[config.mk]
export PLATFORM = sky130hd
export DESIGN_NAME = axi_mst_initiator
export DESIGN_NICKNAME = d
export VERILOG_FILES = /design/src/rtl/axi_mst_initiator.sv
export SDC_FILE = /design/constraint.sdc
export NUM_CORES = 1
export LEC_CHECK = 0
export CAP_MARGIN = 20
export CORE_ASPECT_RATIO = 2
export CORE_MARGIN = 1.5
export CORE_UTILIZATION = 42
export DETAILED_ROUTE_END_ITERATION = 12
export PLACE_DENSITY_LB_ADDON = 0.25
export SLEW_MARGIN = 10
export SYNTH_ARGS = -nofsm -noshare
export SYNTH_HDL_FRONTEND = slang
export SYNTH_SLANG_ARGS = --single-unit
[constraint.sdc]
create_clock -name aclk -period 4.7 [get_ports aclk]
set_input_delay 1.41 -clock aclk [delete_from_list [all_inputs] [get_ports aclk]]
set_output_delay 1.41 -clock aclk [all_outputs]
set_load 0.02 [all_outputs]
[src/rtl/axi_mst_initiator.sv]
// AXI3-style master traffic generator: one burst per command on AW+W or AR, with B/R checking.
// Optional build macro AXI_MST_RAND_READY_EN drives bready/rready from a 16-bit LFSR.
module axi_mst_initiator #(
  parameter int unsigned AXI_ADDR_W   = 32,
  parameter int unsigned AXI_ID_W     = 4,
  parameter int unsigned AXI_DATA_W   = 32,
  parameter int unsigned MST_OSTD_NUM = 4,
  parameter logic [31:0] DATA_SEED    = 32'h1000_0000
) (
  input  logic                    aclk,
  input  logic                    aresetn,
  input  logic                    cmd_valid,
  output logic                    cmd_ready,
  input  logic                    cmd_wr,
  input  logic [AXI_ADDR_W-1:0]   cmd_addr,
  input  logic [3:0]              cmd_len,
  input  logic [AXI_ID_W-1:0]     cmd_id,
  output logic                    awvalid,
  input  logic                    awready,
  output logic [AXI_ADDR_W-1:0]   awaddr,
  output logic [3:0]              awlen,
  output logic [2:0]              awsize,
  output logic [1:0]              awburst,
  output logic [AXI_ID_W-1:0]     awid,
  output logic                    wvalid,
  input  logic                    wready,
  output logic [AXI_DATA_W-1:0]   wdata,
  output logic [AXI_DATA_W/8-1:0] wstrb,
  output logic                    wlast,
  output logic [AXI_ID_W-1:0]     wid,
  input  logic                    bvalid,
  output logic                    bready,
  input  logic [AXI_ID_W-1:0]     bid,
  input  logic [1:0]              bresp,
  output logic                    arvalid,
  input  logic                    arready,
  output logic [AXI_ADDR_W-1:0]   araddr,
  output logic [3:0]              arlen,
  output logic [2:0]              arsize,
  output logic [1:0]              arburst,
  output logic [AXI_ID_W-1:0]     arid,
  input  logic                    rvalid,
  output logic                    rready,
  input  logic [AXI_ID_W-1:0]     rid,
  input  logic [AXI_DATA_W-1:0]   rdata,
  input  logic [1:0]              rresp,
  input  logic                    rlast,
  output logic                    wr_done,
  output logic                    rd_done,
  output logic [15:0]             err_cnt
);

  localparam int unsigned STRB_W = AXI_DATA_W / 8;
  localparam int unsigned SIZE   = $clog2(STRB_W);
  localparam int unsigned PTR_W  = $clog2(MST_OSTD_NUM);
  localparam int unsigned CNT_W  = PTR_W + 1;
  localparam logic [CNT_W-1:0] OSTD = CNT_W'(MST_OSTD_NUM);

  typedef enum logic [1:0] {WIDLE, WADDR, WDATA} w_state_t;
  typedef enum logic       {RIDLE, RADDR}        r_state_t;

  w_state_t            w_state;
  r_state_t            r_state;
  logic                rst_done;
  logic [3:0]          w_beat;
  logic [3:0]          w_beat_nxt;
  logic [3:0]          r_beat;
  logic [CNT_W-1:0]    w_cnt, r_cnt;
  logic [PTR_W-1:0]    w_wptr, w_rptr, r_wptr, r_rptr;
  logic [AXI_ID_W-1:0] w_fifo_id  [MST_OSTD_NUM];
  logic [AXI_ID_W-1:0] r_fifo_id  [MST_OSTD_NUM];
  logic [3:0]          r_fifo_len [MST_OSTD_NUM];

  logic cmd_hs, wcmd_hs, rcmd_hs, aw_hs, ar_hs, b_hs, r_hs;
  logic w_empty, r_empty, b_pop, r_at_len, r_close;
  logic [2:0]  b_err, r_err, err_add;
  logic [16:0] err_sum;
  logic        unused_rdata;

  assign awsize  = 3'(SIZE);
  assign arsize  = 3'(SIZE);
  assign awburst = 2'b01;
  assign arburst = 2'b01;
  assign wstrb   = '1;
  assign unused_rdata = ^rdata;

  // Ready is steered by the command type so a read never waits on the write side
  assign cmd_ready = rst_done && (cmd_wr ? (w_state == WIDLE && w_cnt < OSTD)
                                         : (r_state == RIDLE && r_cnt < OSTD));

  assign cmd_hs     = cmd_valid && cmd_ready;
  assign wcmd_hs    = cmd_hs && cmd_wr;
  assign rcmd_hs    = cmd_hs && !cmd_wr;
  assign aw_hs      = awvalid && awready;
  assign ar_hs      = arvalid && arready;
  assign b_hs       = bvalid && bready;
  assign r_hs       = rvalid && rready;
  assign w_empty    = (w_cnt == '0);
  assign r_empty    = (r_cnt == '0);
  assign b_pop      = b_hs && !w_empty;
  assign r_at_len   = (r_beat == r_fifo_len[r_rptr]);
  assign r_close    = r_hs && !r_empty && (rlast || r_at_len);
  assign w_beat_nxt = w_beat + 4'd1;

  function automatic logic [AXI_DATA_W-1:0] pattern(input logic [AXI_ID_W-1:0] id,
                                                    input logic [3:0] beat);
    return AXI_DATA_W'(DATA_SEED) + AXI_DATA_W'({id, beat});
  endfunction

  // Per-handshake error contributions; several faults on one beat add up
  always_comb begin
    b_err = 3'd0;
    r_err = 3'd0;
    if (b_hs) begin
      if (w_empty) b_err = 3'd1;
      else         b_err = 3'(bid != w_fifo_id[w_rptr]) + 3'(bresp != 2'b00);
    end
    if (r_hs) begin
      if (r_empty) r_err = 3'd1;
      else         r_err = 3'(rlast != r_at_len) + 3'(rid != r_fifo_id[r_rptr])
                         + 3'(rresp != 2'b00);
    end
    err_add = b_err + r_err;
    err_sum = {1'b0, err_cnt} + 17'(err_add);
  end

  // Write FSM: AW first, then the W burst with a seeded data pattern
  always_ff @(posedge aclk or negedge aresetn) begin
    if (!aresetn) begin
      w_state <= WIDLE;
      awvalid <= 1'b0;
      awaddr  <= '0;
      awlen   <= 4'd0;
      awid    <= '0;
      wvalid  <= 1'b0;
      wdata   <= '0;
      wlast   <= 1'b0;
      wid     <= '0;
      w_beat  <= 4'd0;
    end else begin
      case (w_state)
        WIDLE: if (wcmd_hs) begin
          awaddr  <= cmd_addr;
          awlen   <= cmd_len;
          awid    <= cmd_id;
          wid     <= cmd_id;
          awvalid <= 1'b1;
          w_state <= WADDR;
        end
        WADDR: if (awready) begin
          awvalid <= 1'b0;
          wvalid  <= 1'b1;
          w_beat  <= 4'd0;
          wdata   <= pattern(awid, 4'd0);
          wlast   <= (awlen == 4'd0);
          w_state <= WDATA;
        end
        WDATA: if (wready) begin
          if (wlast) begin
            wvalid  <= 1'b0;
            wlast   <= 1'b0;
            w_state <= WIDLE;
          end else begin
            w_beat <= w_beat_nxt;
            wdata  <= pattern(wid, w_beat_nxt);
            wlast  <= (w_beat_nxt == awlen);
          end
        end
        default: w_state <= WIDLE;
      endcase
    end
  end

  // Read FSM: single AR per command
  always_ff @(posedge aclk or negedge aresetn) begin
    if (!aresetn) begin
      r_state <= RIDLE;
      arvalid <= 1'b0;
      araddr  <= '0;
      arlen   <= 4'd0;
      arid    <= '0;
    end else begin
      case (r_state)
        RIDLE: if (rcmd_hs) begin
          araddr  <= cmd_addr;
          arlen   <= cmd_len;
          arid    <= cmd_id;
          arvalid <= 1'b1;
          r_state <= RADDR;
        end
        RADDR: if (arready) begin
          arvalid <= 1'b0;
          r_state <= RIDLE;
        end
      endcase
    end
  end

  // Tracking FIFO storage; occupancy lives in the counters
  always_ff @(posedge aclk) begin
    if (aw_hs) w_fifo_id[w_wptr] <= awid;
    if (ar_hs) begin
      r_fifo_id[r_wptr]  <= arid;
      r_fifo_len[r_wptr] <= arlen;
    end
  end

  // Outstanding counts, pointers, R beat tracking, completion pulses and errors
  always_ff @(posedge aclk or negedge aresetn) begin
    if (!aresetn) begin
      rst_done <= 1'b0;
      w_cnt    <= '0;
      r_cnt    <= '0;
      w_wptr   <= '0;
      w_rptr   <= '0;
      r_wptr   <= '0;
      r_rptr   <= '0;
      r_beat   <= 4'd0;
      wr_done  <= 1'b0;
      rd_done  <= 1'b0;
      err_cnt  <= 16'd0;
    end else begin
      rst_done <= 1'b1;
      w_cnt    <= w_cnt + CNT_W'(aw_hs) - CNT_W'(b_pop);
      r_cnt    <= r_cnt + CNT_W'(ar_hs) - CNT_W'(r_close);
      if (aw_hs)   w_wptr <= w_wptr + PTR_W'(1);
      if (b_pop)   w_rptr <= w_rptr + PTR_W'(1);
      if (ar_hs)   r_wptr <= r_wptr + PTR_W'(1);
      if (r_close) r_rptr <= r_rptr + PTR_W'(1);
      if (r_hs) begin
        if (r_close || rlast) r_beat <= 4'd0;
        else                  r_beat <= r_beat + 4'd1;
      end
      wr_done <= b_hs;
      rd_done <= r_hs && rlast;
      err_cnt <= err_sum[16] ? 16'hFFFF : err_sum[15:0];
    end
  end

`ifdef AXI_MST_RAND_READY_EN
  // Free-running LFSR (x^16+x^14+x^13+x^11) throttles the response channels
  logic [15:0] lfsr;
  always_ff @(posedge aclk or negedge aresetn) begin
    if (!aresetn) begin
      lfsr   <= 16'hACE1;
      bready <= 1'b0;
      rready <= 1'b0;
    end else begin
      lfsr   <= {lfsr[14:0], lfsr[15] ^ lfsr[13] ^ lfsr[12] ^ lfsr[10]};
      bready <= lfsr[0];
      rready <= lfsr[8];
    end
  end
`else
  always_ff @(posedge aclk or negedge aresetn) begin
    if (!aresetn) begin
      bready <= 1'b0;
      rready <= 1'b0;
    end else begin
      bready <= 1'b1;
      rready <= 1'b1;
    end
  end
`endif

endmodule

==> flow_metrics.env, run 1 <==
export IMPL_cp_max_fo=5
export IMPL_crit_family="adder cells"
export IMPL_vdd_ir_drop_worst_uv=395.4
export IMPL_via_count=4964
export IMPL_initial_core_util_pct=42.51
export IMPL_drtPass1Iterations=4
export IMPL_rsz0062_at_grt="false"
export IMPL_worstPathRequired_ns=5.01
export IMPL_die_width_um=100.4
export IMPL_synth_yosys_warnings=0
export IMPL_library_cell_occupying_the_most_area_in_the_post_synthesis_netlist="sky130_fd_sc_hd__dfrtp_1"
export IMPL_detailed_place_hpwl_um=13220
export IMPL_pre_cts_slack_ns=-0.6140
export IMPL_clock_tree_htree_level_count=4
export IMPL_post_route_cells_drive_above_1_share_pct=23.01
export IMPL_synthesis_instances=554
export IMPL_relSlewSlack_pct=49.35
export IMPL_worst_hold_path_num_cells=1
export IMPL_post_route_drc_count=0
export IMPL_power_per_cell_area_mw_per_mm2=668.8
export IMPL_timing_critical_path_slowest_stage_cell="sky130_fd_sc_hd__or4_4"
export IMPL_ctsHoldBuffers=0
export IMPL_power_static_leakage_nw=4.460
export IMPL_fmax_mhz=221.2
export IMPL_reg_to_reg_startpoint="r_rptr[0]"
export IMPL_crit_path_end_kind="flop"
export IMPL_crit_path_max_incr_delay_ns=0.51
export IMPL_sequential_cell_area_mm2=0.004771
export IMPL_clk_pin_slew_ns=0.07
export IMPL_synth_distinct_cells=48
export IMPL_worst_setup_path_type="input port to flop"
export IMPL_synth_sequential_area_ratio_pct=59.85
export IMPL_grt_ovfl_total=0
export IMPL_hold_path_startpoint="r_state"
export IMPL_timing_hold_worst_endpoint="arvalid"
export IMPL_synth_async_sr_flop_share_pct=73.48
export IMPL_synth_edf_count=48
export IMPL_final_nets=871
export IMPL_timing_final_ws_setup_ns=0.1795
export IMPL_worst_pin_slew_ns=0.7597
export IMPL_core_rowCount=71
export IMPL_number_of_global_route_vias_before_repair=5534
export IMPL_core_area_mm2=0.01874
export IMPL_final_number_of_hold_violating_endpoints=0
export IMPL_avgRoutedWirePerCell_um=17.15
export IMPL_grt_antenna_before_repair=0
export IMPL_final_replace_weighted_congestion=0.7833
export IMPL_post_drt_via_cell_ratio=4.862
export IMPL_most_repeated_cell_in_the_gate_level_netlist_after_synthesis="sky130_fd_sc_hd__dfrtp_1"
export IMPL_filler_cell_count=1566
export IMPL_r2r_worst_path_cells=15
export IMPL_antenna_violating_nets_post_route=0
export IMPL_timing_hold_worst_class="flop to flop"
export IMPL_status="completed"
export IMPL_pin_count_of_the_biggest_net_entering_global_routing=83
export IMPL_max_slew_violation_count=0
export IMPL_number_of_flip_flops_and_latches_in_the_synthesized_netlist=181
export IMPL_post_route_min_period_ns=4.521
export IMPL_post_synth_most_frequent_cells="133 x sky130_fd_sc_hd__dfrtp_1, 90 x sky130_fd_sc_hd__mux2_2, 49 x sky130_fd_sc_hd__buf_4, 48 x sky130_fd_sc_hd__edfxtp_1, 30 x sky130_fd_sc_hd__nand2_1"
export IMPL_clock_path_buffers=2
export IMPL_dieArea_mm2=0.01986
export IMPL_grt_pass1_wl_um=27950
export IMPL_synthesis_area_per_instance_um2=14.38
export IMPL_drt_first_iter_violations=142
export IMPL_worstPathCellList="clkdlybuf4s50_1 -> or2_2 -> fa_1 -> nor2_1 -> nor2_2 -> ha_2 -> inv_1 -> fa_1 -> fa_2 -> and2b_2 -> o21ai_4 -> or4_4 -> o21a_1"
export IMPL_synth_top_cells_by_area="sky130_fd_sc_hd__dfrtp_1 42%, sky130_fd_sc_hd__edfxtp_1 18%, sky130_fd_sc_hd__mux2_2 13%"
export IMPL_syn_cell_area_mm2=0.007969
export IMPL_finClkSkew_ns=0.009892
export IMPL_groute_usage_overall_pct=18.57
export IMPL_timing_final_setup_violations=0
export IMPL_finalWirelength_um=17510
export IMPL_max_cap_violations=0
export IMPL_critPathBufInv=2
export IMPL_multi_input_comb_area_mm2=0.002874
export IMPL_cts_made_buffers=17
export IMPL_post_route_util_pct=56.62
export IMPL_die_h_um=197.8
export IMPL_clock_latency_ns=0.42
export IMPL_setup_worst_path_start_class="input port"
export IMPL_synth_top_cell_area_share_pct=41.76
export IMPL_cp_common_cell="sky130_fd_sc_hd__fa_1"
export IMPL_syn2layout_area_growth_pct=33.18
export IMPL_cts_root_buffer_cell="sky130_fd_sc_hd__clkbuf_16"
export IMPL_cts_tree="built"
export IMPL_crit_reg2reg_capture="err_cnt[14]"
export IMPL_min_period_over_period_pct=96.18
export IMPL_setup_reg_to_reg_worst_slack_ns=0.24
export IMPL_critPathArrivalTime_ns=4.83
export IMPL_io_pins=249
export IMPL_tritoncts_num_sinks=181
export IMPL_io_port_bufs=179
export IMPL_ys_dominant_reg_cell="sky130_fd_sc_hd__dfrtp_1"
-- layer usage --
layer  GRT usage, %  wire length [um]
met3          4.942               969
met4          9.233               558
met5              0                 0
met1          17.28              5739
met2          35.93             10240
-- layout make-up --
cell class / instances / area share, %
Clock buffer: 18 / 4.138
Multi-Input combinational cell: 330 / 27.08
Inverter: 22 / 0.7781
Tap cell: 255 / 3.006
Clock inverter: 14 / 1.556
Sequential cell: 181 / 44.95
Timing Repair Buffer: 200 / 18.46
Antenna cell: 1 / 0.02358
-- through the flow --
step,TNS (ns),total power [mW],std cells,hold WS (ns),instance area [um^2]
global route,0,7.496,1020,0.4963,10610
CTS,0,7.202,1020,0.4765,10590
global placement,-7.632,5.594,987,0.4552,9956
floorplan,0,4.334,590,0.4443,8104
detailed placement,-8.350,5.704,987,0.4552,9956
finish,0,7.098,1021,0.4777,10610
-- kinds of logic after synthesis --
family	synth area share [%]
AO/OA/AOI/OAI	2.371
XOR/XNOR	4.035
adder cells (fa/ha/maj)	4.396
buffers and inverters	6.217
flip-flops	59.85
multiplexers	16.11
other	0.09424
AND/OR/NAND/NOR	6.924
-- where the power goes --
group          internal (mW)  switching [mW]
Sequential              2.26           0.490
Clock                  0.815           0.627
Combinational           1.54            1.36
-- state kept, by name, summed over array words and instances, names as in the netlist, 6 cells and up --
signal	flops
err_cnt	16
araddr	32
r_fifo_id	16
awaddr	32
wdata	6
w_fifo_id	16
r_fifo_len	16
-- layout by cell type, fill, tap and decap left out, types with 17 or more instances in the layout --
cell type,count
sky130_fd_sc_hd__edfxtp_1,48
sky130_fd_sc_hd__xnor2_1,24
sky130_fd_sc_hd__clkbuf_16,17
sky130_fd_sc_hd__buf_4,21
sky130_fd_sc_hd__conb_1,38
sky130_fd_sc_hd__nand2_1,30
sky130_fd_sc_hd__mux2_2,90
sky130_fd_sc_hd__ha_1,18
sky130_fd_sc_hd__dfrtp_1,132
sky130_fd_sc_hd__clkdlybuf4s50_1,173
sky130_fd_sc_hd__inv_1,21
-- worst max-delay path by stage --
stage | start | end | slack [ns] | cells past startpoint
2_1_floorplan | rlast | err_cnt[14] | 0.16 | 13
4_1_cts | r_rptr[0] | err_cnt[14] | 0.05 | 15
6_report | rresp[1] | err_cnt[14] | 0.18 | 13
5_1_grt | r_rptr[0] | err_cnt[14] | 0.06 | 15
3_5_place_dp | rlast | err_cnt[14] | -0.61 | 14
3_3_place_gp | rlast | err_cnt[14] | -0.56 | 14
-- what timing repair did --
| item | 4_1_cts | 5_1_grt |
|---|---|---|
| gates resized for setup | 7 | 7 |
| gates cloned | 0 | 0 |
| pin swaps | 3 | 9 |
| endpoints found under the setup margin | 16 | 7 |
| buffers inserted | 1 | 0 |
Power figures use the tool's default switching activity.
==> run 2, diff against run 1 <==
- CORE_MARGIN: 1.5 -> default
- SKIP_LAST_GASP: default -> 1
==> flow_metrics.env, run 2 (synthesis results as in run 1) <==
export IMPL_drt_first_iter_violations=102
export IMPL_clock_tree_htree_level_count=4
export IMPL_worst_setup_path_type="input port to flop"
export IMPL_relSlewSlack_pct=50.11
export IMPL_placed_cells=945
export IMPL_post_route_min_period_ns=4.550
export IMPL_hold_path_startpoint="r_state"
export IMPL_reg_to_reg_startpoint="r_rptr[0]"
export IMPL_initial_core_util_pct=43.33
export IMPL_cts_root_buffer_cell="sky130_fd_sc_hd__clkbuf_16"
export IMPL_core_area_mm2=0.01839
export IMPL_vdd_ir_drop_worst_uv=380.3
export IMPL_combinationalPowerShare_pct=40.8
export IMPL_setup_reg_to_reg_worst_slack_ns=0.24
export IMPL_power_static_leakage_nw=4.413
export IMPL_antenna_diode_count=0
export IMPL_critPathArrivalTime_ns=4.87
export IMPL_grt_antenna_before_repair=0
export IMPL_final_cell_mix="177 x sky130_fd_sc_hd__clkdlybuf4s50_1, 132 x sky130_fd_sc_hd__dfrtp_1, 90 x sky130_fd_sc_hd__mux2_2"
export IMPL_worstSetupEndpoint="err_cnt[14]"
export IMPL_dieArea_mm2=0.01956
export IMPL_detailed_place_hpwl_um=13390
export IMPL_filler_cell_count=1499
export IMPL_max_cap_violations=0
export IMPL_switching_power_mw=2.470
export IMPL_pin_count_of_the_biggest_net_entering_global_routing=76
export IMPL_final_cell_area_mm2=0.01054
export IMPL_cellInternalPower_mw=4.639
export IMPL_tritoncts_num_sinks=181
export IMPL_post_route_cells_drive_above_1_share_pct=22.44
export IMPL_antenna_violating_nets_post_route=0
export IMPL_via_count=4969
export IMPL_post_route_drc_count=0
export IMPL_cts_made_buffers=17
export IMPL_sw_frac_of_total_pct=34.74
export IMPL_final_replace_weighted_congestion=0.7737
export IMPL_groute_usage_overall_pct=19.19
export IMPL_io_pins=249
export IMPL_die_h_um=196.8
export IMPL_sequential_cell_area_mm2=0.004771
export IMPL_clockPowerShare_pct=20.5
export IMPL_status="completed"
export IMPL_fmax_mhz=219.8
export IMPL_multi_input_comb_area_mm2=0.002874
export IMPL_clock_latency_ns=0.43
export IMPL_finClkSkew_ns=0.01578
export IMPL_die_width_um=99.40
export IMPL_worstPathRequired_ns=5.02
export IMPL_max_slew_violation_count=0
export IMPL_timing_final_setup_violations=0
export IMPL_post_layout_total_power_mw=7.108
export IMPL_grt_pass1_wl_um=28470
export IMPL_cp_max_fo=5
export IMPL_avgRoutedWirePerCell_um=18.16
export IMPL_final_common_cell="sky130_fd_sc_hd__clkdlybuf4s50_1"
export IMPL_power_per_cell_area_mw_per_mm2=674.3
export IMPL_syn2layout_area_growth_pct=32.28
export IMPL_pwr_share_seq_pct=38.6
export IMPL_number_of_global_route_vias_before_repair=5576
export IMPL_core_rowCount=70
export IMPL_critical_path_startpoint="rid[0]"
export IMPL_setup_worst_path_start_class="input port"
export IMPL_post_drt_via_cell_ratio=5.081
export IMPL_ctsHoldBuffers=0
export IMPL_crit_path_end_kind="flop"
export IMPL_post_layout_nonfiller_instances=978
export IMPL_crit_reg2reg_capture="err_cnt[14]"
export IMPL_dpl_instance_area_mm2=0.009897
export IMPL_r2r_worst_path_cells=15
export IMPL_clk_pin_slew_ns=0.07
export IMPL_rsz0062_at_grt="false"
export IMPL_min_period_over_period_pct=96.81
export IMPL_reg_top3="araddr x32, awaddr x32"
export IMPL_worst_pin_slew_ns=0.7484
export IMPL_finalWirelength_um=17760
export IMPL_setup_tns_ns=0
export IMPL_io_port_bufs=179
export IMPL_timing_hold_worst_class="flop to flop"
export IMPL_drtPass1Iterations=4
export IMPL_cts_tree="built"
export IMPL_final_number_of_hold_violating_endpoints=0
export IMPL_grt_ovfl_total=0
export IMPL_final_nets=868
export IMPL_clock_path_buffers=2
[run 2: power groups by stage]
stage | Clock [mW] | Sequential (mW) | Combinational [mW]
2_1_floorplan | 0 | 3.17 | 1.17
3_3_place_gp | 0 | 2.74 | 2.85
3_5_place_dp | 0 | 2.78 | 2.92
4_1_cts | 1.49 | 2.76 | 2.95
5_1_grt | 1.55 | 2.84 | 3.11
6_report | 1.46 | 2.75 | 2.90
[run 2: critical path, cell delays in order]
cell                              delay, ns
sky130_fd_sc_hd__clkdlybuf4s50_1       0.48
sky130_fd_sc_hd__xnor2_1               0.13
sky130_fd_sc_hd__nand4_1               0.13
sky130_fd_sc_hd__fa_1                  0.49
sky130_fd_sc_hd__nor2_1                0.04
sky130_fd_sc_hd__nor2_1                0.16
sky130_fd_sc_hd__ha_2                  0.19
sky130_fd_sc_hd__inv_1                 0.05
sky130_fd_sc_hd__fa_1                  0.47
sky130_fd_sc_hd__fa_2                  0.35
sky130_fd_sc_hd__and2b_2               0.25
sky130_fd_sc_hd__o21ai_4               0.08
sky130_fd_sc_hd__or4_1                 0.51
sky130_fd_sc_hd__o21a_1                0.12
[run 2: timing repair]
action,4_1_cts,5_1_grt
pin swaps,4,3
cloned,0,0
resized for setup,7,2
setup buffers,1,0
setup endpoints to repair,14,13
[run 2: layer usage]
layer  global-route usage (%)  vias to the layer above  wire [um]
li1                         -                     2268          -
met1                    18.31                     2498       5951
met2                    36.57                      162      10170
met3                    5.390                       41        983
met4                    9.532                        0        650
met5                        0                        -          0
[run 2: area by class of cell]
| class | instances | area share, % |
|---|---|---|
| Sequential cell | 181 | 45.26 |
| Clock buffer | 18 | 4.071 |
| Tap cell | 216 | 2.564 |
| Inverter | 22 | 0.7834 |
| Clock inverter | 14 | 1.662 |
| Timing Repair Buffer | 197 | 18.40 |
| Multi-Input combinational cell | 330 | 27.26 |
[run 2: worst min-delay path by stage]
| stage | cells after the start | endpoint |
|---|---|---|
| after floorplan | 1 | arvalid |
| after CTS | 1 | arvalid |
| after global placement | 1 | arvalid |
| after detailed placement | 1 | arvalid |
| final | 1 | arvalid |
| after global routing | 1 | arvalid |
[run 2: metrics by stage]
stage / utilization (%) / hold slack (ns) / setup WS [ns]
3_3_place_gp: 53.81 / 0.4567 / -0.5541
4_1_cts: 57.27 / 0.4904 / 0.03465
6_report: 57.31 / 0.4874 / 0.1501
2_1_floorplan: - / 0.4443 / 0.1584
5_1_grt: 57.31 / 0.5198 / 0.02206
3_5_place_dp: 53.81 / 0.4778 / -0.5822
==> run 3, diff against run 2 <==
- CAP_MARGIN: 20 -> default
==> results of run 3 <==
Final layout, timing and power as in run 2 (identical DEF).
